## src/rtl/uart_frame_builder.sv

```systemverilog
// uart_frame_builder: turns {chan, sample} into an ASCII frame pushed byte-wise into a UART TX FIFO.
// Define FRAME_CHECKSUM_EN to insert a two-hex-digit XOR checksum before CR/LF.
module uart_frame_builder #(
  parameter int FRAME_GAP = 1_000_000,
  parameter int GAP_W     = 20
) (
  input  logic        clk,
  input  logic        rst,
  input  logic        sample_valid,
  input  logic [3:0]  chan,
  input  logic [15:0] sample,
  input  logic        tx_full,
  output logic        wr_uart,
  output logic [7:0]  w_data,
  output logic        busy,
  output logic [7:0]  drop_cnt
);
  typedef enum logic [2:0] {IDLE, LOAD, SEND, WAIT, GAP} state_t;
`ifdef FRAME_CHECKSUM_EN
  localparam logic [3:0] LAST = 4'd9;
`else
  localparam logic [3:0] LAST = 4'd7;
`endif
  state_t            r_state;
  logic              r_pending;
  logic [3:0]        r_hold_chan, r_chan, r_idx;
  logic [15:0]       r_hold_sample, r_sample;
  logic [GAP_W-1:0]  r_gap;
  logic [7:0]        w_chr, w_byte;
  function automatic logic [7:0] hex(input logic [3:0] n);
    return (n < 4'd10) ? 8'h30 + {4'h0, n} : 8'h37 + {4'h0, n};
  endfunction
  assign w_chr = (r_chan > 4'd12) ? 8'h3F : hex(r_chan);
  assign busy  = (r_state != IDLE);
`ifdef FRAME_CHECKSUM_EN
  logic [7:0] w_csum;
  assign w_csum = w_chr ^ 8'h3A ^ hex(r_sample[15:12]) ^ hex(r_sample[11:8]) ^
                  hex(r_sample[7:4]) ^ hex(r_sample[3:0]);
`endif
  always_comb begin
    w_byte = 8'h0A;
    case (r_idx)
      4'd0:    w_byte = w_chr;
      4'd1:    w_byte = 8'h3A;
      4'd2:    w_byte = hex(r_sample[15:12]);
      4'd3:    w_byte = hex(r_sample[11:8]);
      4'd4:    w_byte = hex(r_sample[7:4]);
      4'd5:    w_byte = hex(r_sample[3:0]);
`ifdef FRAME_CHECKSUM_EN
      4'd6:    w_byte = hex(w_csum[7:4]);
      4'd7:    w_byte = hex(w_csum[3:0]);
      4'd8:    w_byte = 8'h0D;
`else
      4'd6:    w_byte = 8'h0D;
`endif
      default: w_byte = 8'h0A;
    endcase
  end
  always_ff @(posedge clk or negedge rst) begin
    if (!rst) begin
      r_state       <= IDLE;
      r_pending     <= 1'b0;
      r_hold_chan   <= '0;
      r_hold_sample <= '0;
      r_chan        <= '0;
      r_sample      <= '0;
      r_idx         <= '0;
      r_gap         <= '0;
      wr_uart       <= 1'b0;
      w_data        <= '0;
      drop_cnt      <= '0;
    end else begin
      wr_uart <= 1'b0;
      if (sample_valid) begin
        r_hold_chan   <= chan;
        r_hold_sample <= sample;
      end
      // a capture coinciding with LOAD refills the hold register rather than overwriting it
      r_pending <= sample_valid | (r_pending & (r_state != LOAD));
      if (sample_valid && r_pending && r_state != LOAD && drop_cnt != 8'hFF)
        drop_cnt <= drop_cnt + 8'd1;
      case (r_state)
        IDLE: if (r_pending) r_state <= LOAD;
        LOAD: begin
          r_chan   <= r_hold_chan;
          r_sample <= r_hold_sample;
          r_idx    <= '0;
          r_state  <= SEND;
        end
        SEND: if (!tx_full) begin
          wr_uart <= 1'b1;
          w_data  <= w_byte;
          r_state <= WAIT;
        end
        WAIT: if (r_idx == LAST) begin
          r_gap   <= GAP_W'(FRAME_GAP - 1);
          r_state <= GAP;
        end else begin
          r_idx   <= r_idx + 4'd1;
          r_state <= SEND;
        end
        GAP: if (r_gap == '0) r_state <= IDLE; else r_gap <= r_gap - 1'b1;
        default: r_state <= IDLE;
      endcase
    end
  end
endmodule

```

## config.mk

```make
export PLATFORM = sky130hd
export DESIGN_NAME = uart_frame_builder
export DESIGN_NICKNAME = d
export VERILOG_FILES = /design/src/rtl/uart_frame_builder.sv
export SDC_FILE = /design/constraint.sdc
export NUM_CORES = 1
export LEC_CHECK = 0
export ABC_AREA = 1
export CAP_MARGIN = 30
export CELL_PAD_IN_SITES_DETAIL_PLACEMENT = 0
export CELL_PAD_IN_SITES_GLOBAL_PLACEMENT = 2
export CORE_MARGIN = 4
export CORE_UTILIZATION = 40
export DETAILED_ROUTE_END_ITERATION = 16
export DONT_BUFFER_PORTS = 1
export GPL_TIMING_DRIVEN = 0
export PLACE_DENSITY = 0.91
export SYNTH_ARGS = -nofsm -noshare
export SYNTH_HDL_FRONTEND = slang
export SYNTH_SLANG_ARGS = --single-unit
```

## constraint.sdc

```tcl
create_clock -name clk -period 3.6 [get_ports clk]
set_clock_uncertainty 0.05 [all_clocks]
set_input_delay 0.36 -clock clk [delete_from_list [all_inputs] [get_ports clk]]
set_output_delay 0.36 -clock clk [all_outputs]
set_load 0.005 [all_outputs]
```

==> results.cfg, run 1 <==
[yosys]
syn_avg_cell_area_um2 = 7.398
yosys_most_used_dff = dfrtp_1
synth_cell_types = 35
netlist_instances = 674
synth_area_leaders = dfrtp_1, nand2_1, inv_1
synth_seq_cells = 84
synth_common_cells = nand2_1, inv_1, dfrtp_1
yosys.area.top_type_share_pct = 42.16
yosysMostFrequentCell = nand2_1
syn_area_um2 = 4986
ys_async_sr_fraction_pct = 100.0
yosysSeqAreaShare_pct = 42.16
synth_edf_count = 0
synth_top_area_cell = dfrtp_1
yosys_warnings = 0
syn_nets = 710

[floorplanning]
core_area_um2 = 12110
std_cell_rows = 40
die_h_um = 119.6
start_util_pct = 41.17
die-area_um2 = 14310
io_pins = 42
die_width_um = 119.6

[clock_tree]
cts_resized = 0
cts_tree = done
cts_setup_buffers = 0
cts.sink_count = 84
cts_buffer_depth = 2
htree_num_levels = 3
cts_buffers = 9
clockRootBuffer = clkbuf_16
insertion_delay_ns = 0.34
clkTransAtPathRegs_ns = 0.06

[routing]
via_per_inst = 4.735
drt_wl_total_um = 10950
wl_per_cell_um = 12.73
ant_nets = 0
firstDrtPassIters = 4
vias = 4072
drc = 0
drtIter0Drc = 274

[power_and_ir_drop]
power_leakage_nw = 2.824
p_total_mw = 4.304
vdd_drop_max_v = 0.0003167
powerDensity_nw_per_um2 = 780.6

[finish]
finalNonFillerCells = 860
diodes = 0
nets = 723
layout-drive-gt1-share_pct = 11.13
area_growth_pct = 10.59

[sta]
hold_violations = 0
fin_hold_ws_ns = 0.05765
fmax_ghz = 0.5467
period_minus_slack_ns = 1.829
maxSlewViolCount = 0
setup_tns_ns = 0
min_period_over_period_pct = 50.81
rsz0062_at_grt = no
setup_viol = 0

[global_route]
grt_max_degree = 85
grt_pass1_vias = 3969
grt_overflow = 0
grt.total_usage_pct = 16.63
antenna_found_initial = 0
grt_pass1_wl_um = 19330

[critical_path]
cp_cell_sequence = inv_1 > ha_1 > nand2_1 > nor2_2 > inv_1 > nor2_1 > nand3_1 > nand2_1 > nand3_1
worst_setup_path_start_kind = register
max_stage_delay_ns = 0.41
critical_path.top_delay_family = simple AND/OR/NAND/NOR gates
worst_setup_path_end_kind = register
cp.buffers_inverters = 2
critPathKind = register to register
critPathMaxFanout = 5
cp.required_ns = 3.77
critPathSlowestCell = dfrtp_1
worstPathArrival_ns = 2.00

[run_status]
status = finished, final reports clean

[job]
cap_viol_max_count = 0

[placement]
gp_congestion = 0.8424
portBuffers = 0
dp_hpwl_um = 8187
dp_cells = 842

[worst_hold_path]
hp-class = input pin to register
## cell usage in the layout (no fill, tap or decap), types with 2 or more instances in the layout
master	netlist	layout
or2_2	2	2
nand2_4	3	3
clkbuf_1	8	9
nor2_1	60	60
nor2_4	8	8
inv_2	5	5
o21ai_2	11	11
inv_1	89	89
clkinvlp_4	0	2
dfrtp_1	84	84
nand2_1	214	214
nand4_1	7	7
xnor2_1	3	3
nand3_2	3	3
nor3_1	6	6
clkinv_4	0	2
nand3_1	55	55
buf_12	2	2
clkinv_2	1	2
clkbuf_16	0	9
ha_1	12	12
nand3b_1	2	2
a21oi_1	8	8
buf_4	2	2
o21ai_0	52	52
nor2_2	8	8
nand2_2	10	10
xor2_1	9	9
## stage by stage
stage | setup slack, ns | util [%] | area (um^2)
global placement | 1.817 | 42.90 | 5196
global route | 1.611 | 45.53 | 5514
finish | 1.771 | 45.53 | 5514
CTS | 1.768 | 45.53 | 5514
floorplan | 2.038 | - | 4986
detailed placement | 1.774 | 42.90 | 5196
## cells by family after synthesis
| group | share of synthesized area [%] |
|---|---|
| buf+inv | 9.209 |
| fa+ha+maj | 3.011 |
| other cells | 0.07521 |
| xor+xnor | 2.108 |
| flops | 42.16 |
| compound gates | 8.407 |
| simple gates | 35.03 |
## report_power, final
| group | total (mW) | internal (mW) | switching (mW) |
|---|---|---|---|
| registers | 1.53 | 1.24 | 0.293 |
| clock network | 0.874 | 0.488 | 0.387 |
| logic | 1.90 | 0.665 | 1.23 |
## flip-flops by register name, summed over array words and instances, names as in the netlist
register       cells
r_gap             20
r_hold_sample     16
r_sample          16
drop_cnt           8
w_data             7
r_chan             4
r_hold_chan        4
r_idx              4
r_state            3
r_pending          1
wr_uart            1
## layer usage
layer	share of wire, %	wire length, um	vias to the layer above	GRT usage, %
met3	3.0	332	12	3.864
li1	-	-	2136	-
met2	45	4897	56	26.24
met1	51	5536	1868	23.05
met4	1.6	178	0	4.510
met5	0	0	-	0
## what timing repair did
| action | 4_1_cts | 5_1_grt |
|---|---|---|
| endpoints found under the hold margin | 84 | 0 |
| hold buffers | 2 | 0 |
| endpoints found under the setup margin | 0 | 0 |
## worst reg2reg max path, cell delays in order (launching register included)
cell and delay (ns):
dfrtp_1 0.41, inv_1 0.16, ha_1 0.27, nand2_1 0.15, nor2_2 0.24, inv_1 0.06
nor2_1 0.16, nand3_1 0.09, nand2_1 0.06, nand3_1 0.06
## final timing paths
check | startpoint | endpoint | slack, ns | cells past startpoint
max | r_gap[0] | r_gap[18] | 1.77 | 9
min | tx_full | wr_uart | 0.06 | 1
max reg2reg | r_gap[0] | r_gap[18] | 1.77 | 9
min reg2reg | r_gap[19] | r_gap[19] | 0.43 | 2
max in group asynchronous | rst | r_hold_sample[11] | 2.62 | 2
min in group asynchronous | rst | r_state[2] | 0.52 | 2
## layout make-up
cell class | count | area [um^2]
inverter | 95 | 357.8
fill | 1266 | 6598
clock buffer | 11 | 242.7
multi-input combinational | 481 | 2425
timing repair buffer | 2 | 37.54
tap | 168 | 210.2
sequential | 84 | 2102
clock inverter | 5 | 37.54
buffer | 14 | 101.3
No activity file was read; power rests on OpenSTA's default activity.
==> inputs of run 2 (changes only) <==
--- a/config.mk
+++ b/config.mk
@@ -10,11 +10,11 @@
 export CELL_PAD_IN_SITES_DETAIL_PLACEMENT = 0
 export CELL_PAD_IN_SITES_GLOBAL_PLACEMENT = 2
 export CORE_MARGIN = 4
-export CORE_UTILIZATION = 40
+export CORE_UTILIZATION = 37
 export DETAILED_ROUTE_END_ITERATION = 16
 export DONT_BUFFER_PORTS = 1
 export GPL_TIMING_DRIVEN = 0
-export PLACE_DENSITY = 0.91
+export PLACE_DENSITY = 0.86
 export SYNTH_ARGS = -nofsm -noshare
 export SYNTH_HDL_FRONTEND = slang
 export SYNTH_SLANG_ARGS = --single-unit
==> constraint.sdc (replaced) <==
create_clock -name clk -period 1.7 [get_ports clk]
set_clock_uncertainty 0.05 [all_clocks]
set_input_delay 0.17 -clock clk [delete_from_list [all_inputs] [get_ports clk]]
set_output_delay 0.17 -clock clk [all_outputs]
set_load 0.005 [all_outputs]
==> run 2 against run 1 <==
Effect of this change:
- the flow now finishes with violations (negative hold slack)
- utilization down 1.2 points
- worst setup slack worse by 1.7 ns
- combinational power up 120%
- clock power up 130%
- global-route usage down 0.18 points
- wire length up 4.8%
- total power up 120%
- final cell count up 4.5%
- sequential power up 110%
- die area up 7.6%
- critical endpoint is now r_gap[5]
- largest cell class unchanged
==> results.cfg, run 2 (synthesis results as in run 1) <==
[sta]
period_minus_slack_ns = 1.612
hold_violations = 84
min_period_over_period_pct = 94.83
max_slew_margin_pct = 66.25
fmax_ghz = 0.6203
worst_pin_slew_ns = 0.5062
maxSlewViolCount = 0
setup_viol = 0
rsz0062_at_grt = yes
fin_hold_ws_ns = -0.5302

[finish]
nFillCells = 1407
nets = 754
diodes = 0
finalNonFillerCells = 899
multi_input_area_um2 = 2477
reg_top3 = r_gap: 20 flops, r_hold_sample: 16 flops, r_sample: 16 flops
final_common_cell = nand2_1
largest_reg_flops = 20
layout-drive-gt1-share_pct = 14.80
seqCellArea_um2 = 2105
final_cell_mix = nand2_1, inv_1, dfrtp_1, nor2_1, nand3_1
top_register = r_gap
final_area_um2 = 5871
area_growth_pct = 17.74
finish.utilization_pct = 44.33

[routing]
ant_nets = 0
firstDrtPassIters = 4
wl_per_cell_um = 12.76
top_layer_used = met4
vias = 4186
drt_wl_total_um = 11470
wl_met3_um = 271
drc = 0
wl_met1_um = 5468
drtIter0Drc = 175
via_per_inst = 4.656
route.met2.wl_um = 5554

[clock_tree]
insertion_delay_ns = 0.34
clkTransAtPathRegs_ns = 0.06
cts_buffers = 9
hold_buffers = 22
htree_num_levels = 3
clockRootBuffer = clkbuf_16
cts_tree = done
cts.sink_count = 84
cts_buffer_depth = 2

[global_route]
grt_max_degree = 85
grt_pass1_vias = 4126
antenna_found_initial = 0
grt_overflow = 0
grt_pass1_wl_um = 19810
grt.total_usage_pct = 16.45

[critical_path]
worst_setup_path_end_kind = register
critPathSlowestCell = dfrtp_1
critPathMaxFanout = 10
worstPathArrival_ns = 1.79
cp.required_ns = 1.88
crit_top_cell = nand2_4
worst_setup_path_start_kind = register
critical_path.top_delay_family = simple AND/OR/NAND/NOR gates
critPathKind = register to register
max_stage_delay_ns = 0.45
cp_cell_sequence = nor2_2 > nand2_4 > nor2_4 > nand3_4 > nand2_4 > nand2_8 > buf_12 > o21ai_2 > nand2_1
cp.buffers_inverters = 1

[power_and_ir_drop]
powerDensity_nw_per_um2 = 1622
p_total_mw = 9.524
vdd_drop_max_v = 0.0005866
power_leakage_nw = 2.960

[floorplanning]
start_util_pct = 37.65
core_area_um2 = 13240
io_pins = 42
die-area_um2 = 15400
die_width_um = 124.1
std_cell_rows = 42
die_h_um = 124.1

[job]
cap_viol_max_count = 0

[placement]
portBuffers = 0
dp_hpwl_um = 8373
place_area_um2 = 5206
gp_congestion = 0.8222
dp_cells = 850

[run_status]
status = complete, but fails checks
violations = negative hold slack

[worst_hold_path]
hp-class = input pin to async pin
[run 2: cell type report]
type,instances,share of cell area (%)
multi-input cells,481,42.20
flip-flops and latches,84,35.85
inverters,95,6.117
repair buffers,33,5.158
clock buffers,13,4.433
well taps,176,3.751
plain buffers,14,1.726
clock inverters,3,0.7673
[run 2: through the flow]
step | hold WS (ns) | setup TNS, ns | setup WS (ns)
2_1_floorplan | -0.1756 | 0 | 0.1383
3_3_place_gp | -0.1724 | -1.071 | -0.1206
3_5_place_dp | -0.1728 | -1.192 | -0.1444
4_1_cts | -0.5451 | 0 | 0.008975
5_1_grt | -0.5488 | -0.002051 | -0.002051
6_report | -0.5302 | 0 | 0.08787
[run 2: final timing paths]
path                                start         end  slack, ns  cells past startpoint
worst max-delay path             r_gap[6]    r_gap[5]       0.09                      9
worst min-delay path                  rst   r_gap[13]      -0.53                      0
worst max register to register   r_gap[6]    r_gap[5]       0.09                      9
worst min register to register  r_gap[19]   r_gap[19]       0.44                      2
max in group asynchronous             rst   r_chan[3]       1.93                      0
min in group clk                  tx_full  r_state[0]       0.02                      3
[run 2: metal layers]
layer  vias up  GRT usage, %
met5         -             0
met4         0         6.023
met3        14         2.589
met2        43         27.36
met1      1937         21.67
li1       2192             -
[run 2: where the power goes]
group	internal (mW)	switching (mW)	total, mW
Sequential	2.63	0.634	3.26
Clock	1.22	0.787	2.01
Combinational	1.57	2.68	4.26
[run 2: repair_timing]
action / in CTS / in global routing
setup buffers: 4 / 7
gates resized for setup: 3 / 22
endpoints found under the setup margin: 18 / 31
gates cloned: 0 / 0
endpoints found under the hold margin: 110 / 84
pin swaps: 1 / 4
==> inputs of run 3 (changes only) <==
--- a/config.mk
+++ b/config.mk
@@ -10,11 +10,11 @@
 export CELL_PAD_IN_SITES_DETAIL_PLACEMENT = 0
 export CELL_PAD_IN_SITES_GLOBAL_PLACEMENT = 2
 export CORE_MARGIN = 4
-export CORE_UTILIZATION = 37
+export CORE_UTILIZATION = 40
 export DETAILED_ROUTE_END_ITERATION = 16
 export DONT_BUFFER_PORTS = 1
 export GPL_TIMING_DRIVEN = 0
-export PLACE_DENSITY = 0.86
+export PLACE_DENSITY = 0.91
 export SYNTH_ARGS = -nofsm -noshare
 export SYNTH_HDL_FRONTEND = slang
 export SYNTH_SLANG_ARGS = --single-unit
==> constraint.sdc (replaced) <==
create_clock -name clk -period 1.9 [get_ports clk]
set_clock_uncertainty 0.05 [all_clocks]
set_input_delay 0.19 -clock clk [delete_from_list [all_inputs] [get_ports clk]]
set_output_delay 0.19 -clock clk [all_outputs]
set_load 0.005 [all_outputs]
==> run 3 against run 2 <==
Effect of this change:
- the run still ends with negative hold slack left
- first-iteration DRC count up 29%
- register-to-register slack better by 0.096 ns
- global-route usage grew 0.44 points
- worst setup slack better by 0.096 ns
- sequential cell count stayed put
- total power fell by 14%
- combinational power down 15%
- clock power shrank 17%
- final cell count fell by 2.1%
- wire length is 3.0% lower
- critical endpoint unchanged
==> results.cfg, run 3 (synthesis results as in run 1) <==
[clock_tree]
cts_buffers = 9
clockRootBuffer = clkbuf_16
insertion_delay_ns = 0.35
cts.sink_count = 84
clkTransAtPathRegs_ns = 0.06
hold_buffers = 22
cts_tree = done
cts_setup_buffers = 0
htree_num_levels = 3
cts_buffer_depth = 2

[critical_path]
worst_setup_path_end_kind = register
critPathMaxFanout = 10
critical_path.top_delay_family = simple AND/OR/NAND/NOR gates
worst_setup_path_start_kind = register
critPathSlowestCell = dfrtp_1
cp_cell_sequence = inv_2 > ha_1 > nand2_2 > nor2_4 > nand3_4 > nand2_4 > nand2_8 > buf_12 > o21ai_2 > nand2_1
cp.buffers_inverters = 2
cp.required_ns = 2.09
worstPathArrival_ns = 1.90
max_stage_delay_ns = 0.42
critPathKind = register to register

[global_route]
antenna_found_initial = 0
grt_max_degree = 85
grt.total_usage_pct = 16.89
grt_pass1_vias = 4038
grt_overflow = 0
grt_pass1_wl_um = 19660

[finish]
nFillCells = 1239
nets = 743
top_register = r_gap
largest_reg_flops = 20
finalNonFillerCells = 880
multi_input_area_um2 = 2432
final_common_cell = nand2_1
diodes = 0
final_cell_mix = nand2_1, inv_1, dfrtp_1, nor2_1, nand3_1
seqCellArea_um2 = 2102
reg_top3 = r_gap: 20 flops, r_hold_sample: 16 flops, r_sample: 16 flops
finish.utilization_pct = 47.11
final_area_um2 = 5705
area_growth_pct = 14.43
layout-drive-gt1-share_pct = 10.96

[power_and_ir_drop]
swShare_pct = 44.22
vdd_drop_max_v = 0.0006019
powerDensity_nw_per_um2 = 1434
power_leakage_nw = 2.900
power_switching_mw = 3.618
pwr-share-seq_pct = 35.5
pwr-share-clk_pct = 20.3
p_int_mw = 4.564
combPwrFrac_pct = 44.2

[sta]
fmax_ghz = 0.5828
hold_violations = 84
min_period_over_period_pct = 90.31
period_minus_slack_ns = 1.716
fin_hold_ws_ns = -0.5137
maxSlewViolCount = 0
setup_tns_ns = 0
setup_viol = 0
rsz0062_at_grt = no

[floorplanning]
io_pins = 42
die_width_um = 119.6
core_area_um2 = 12110
die_h_um = 119.6
std_cell_rows = 40
start_util_pct = 41.17
die-area_um2 = 14310

[placement]
place_area_um2 = 5196
portBuffers = 0
dp_hpwl_um = 8187
gp_congestion = 0.8424
dp_cells = 842

[routing]
firstDrtPassIters = 5
drc = 0
drtIter0Drc = 226
drt_wl_total_um = 11130
vias = 4155
via_per_inst = 4.722
ant_nets = 0
wl_per_cell_um = 12.65

[run_status]
status = complete, but fails checks
violations = negative hold slack

[job]
cap_viol_max_count = 0

[worst_hold_path]
hp-class = input pin to async pin
## run 3: changes by cell type in the layout (fill, tap and decap cells not counted), moves of 3 or more
cell     previous run  this run
buf_4              13         2
nor2_1             55        60
inv_1              84        88
inv_2              10         6
nor2_2             11         7
nand2_1           211       214
nand2_2            13        10
## run 3: final cells by class
type,instances,share of cell area (%)
clock buffers,11,4.254
multi-input cells,481,42.63
repair buffers,22,3.860
inverters,95,6.294
plain buffers,14,1.776
well taps,168,3.684
clock inverters,5,0.6579
flip-flops and latches,84,36.84
## run 3: routing by layer
metal / vias to the layer above / part of all wire (%) / wire length, um / global-route usage (%)
li1: 2179 / - / - / -
met1: 1900 / 50 / 5575 / 23.38
met2: 64 / 45 / 5035 / 26.80
met3: 12 / 3.0 / 338 / 3.817
met4: 0 / 1.6 / 182 / 4.510
met5: - / 0 / 0 / 0
## run 3: repair_timing
item / CTS / global route
hold endpoints to repair: 110 / 84
setup endpoints to repair: 0 / 1
gates resized for setup: 0 / 4
## run 3: path summary, 6_finish.rpt
kind                            startpoint                end  slack, ns  cells past startpoint
worst max-delay path              r_gap[0]           r_gap[5]       0.18                     10
worst min-delay path                   rst          r_gap[12]      -0.51                      0
worst max register to register    r_gap[0]           r_gap[5]       0.18                     10
worst min register to register   r_gap[19]          r_gap[19]       0.44                      2
max in group asynchronous              rst  r_hold_sample[11]       2.15                      0
min in group clk                   tx_full         r_state[0]       0.04                      3
## run 3: stage by stage
stage / hold WS [ns] / power [mW] / setup slack (ns)
detailed placement: -0.1530 / 6.516 / 0.07391
global placement: -0.1532 / 6.428 / 0.1168
finish: -0.5137 / 8.182 / 0.1842
floorplan: -0.1556 / 5.686 / 0.3383
global route: -0.5357 / 9.036 / 0.05305
CTS: -0.5281 / 8.268 / 0.06830
## run 3: power groups by stage
stage	Clock, mW	Sequential [mW]	Combinational (mW)
after global placement	0	2.92	3.51
after floorplan	0	2.79	2.90
after global routing	1.79	3.00	4.25
after CTS	1.72	2.92	3.64
final	1.66	2.90	3.61
after detailed placement	0	2.94	3.57
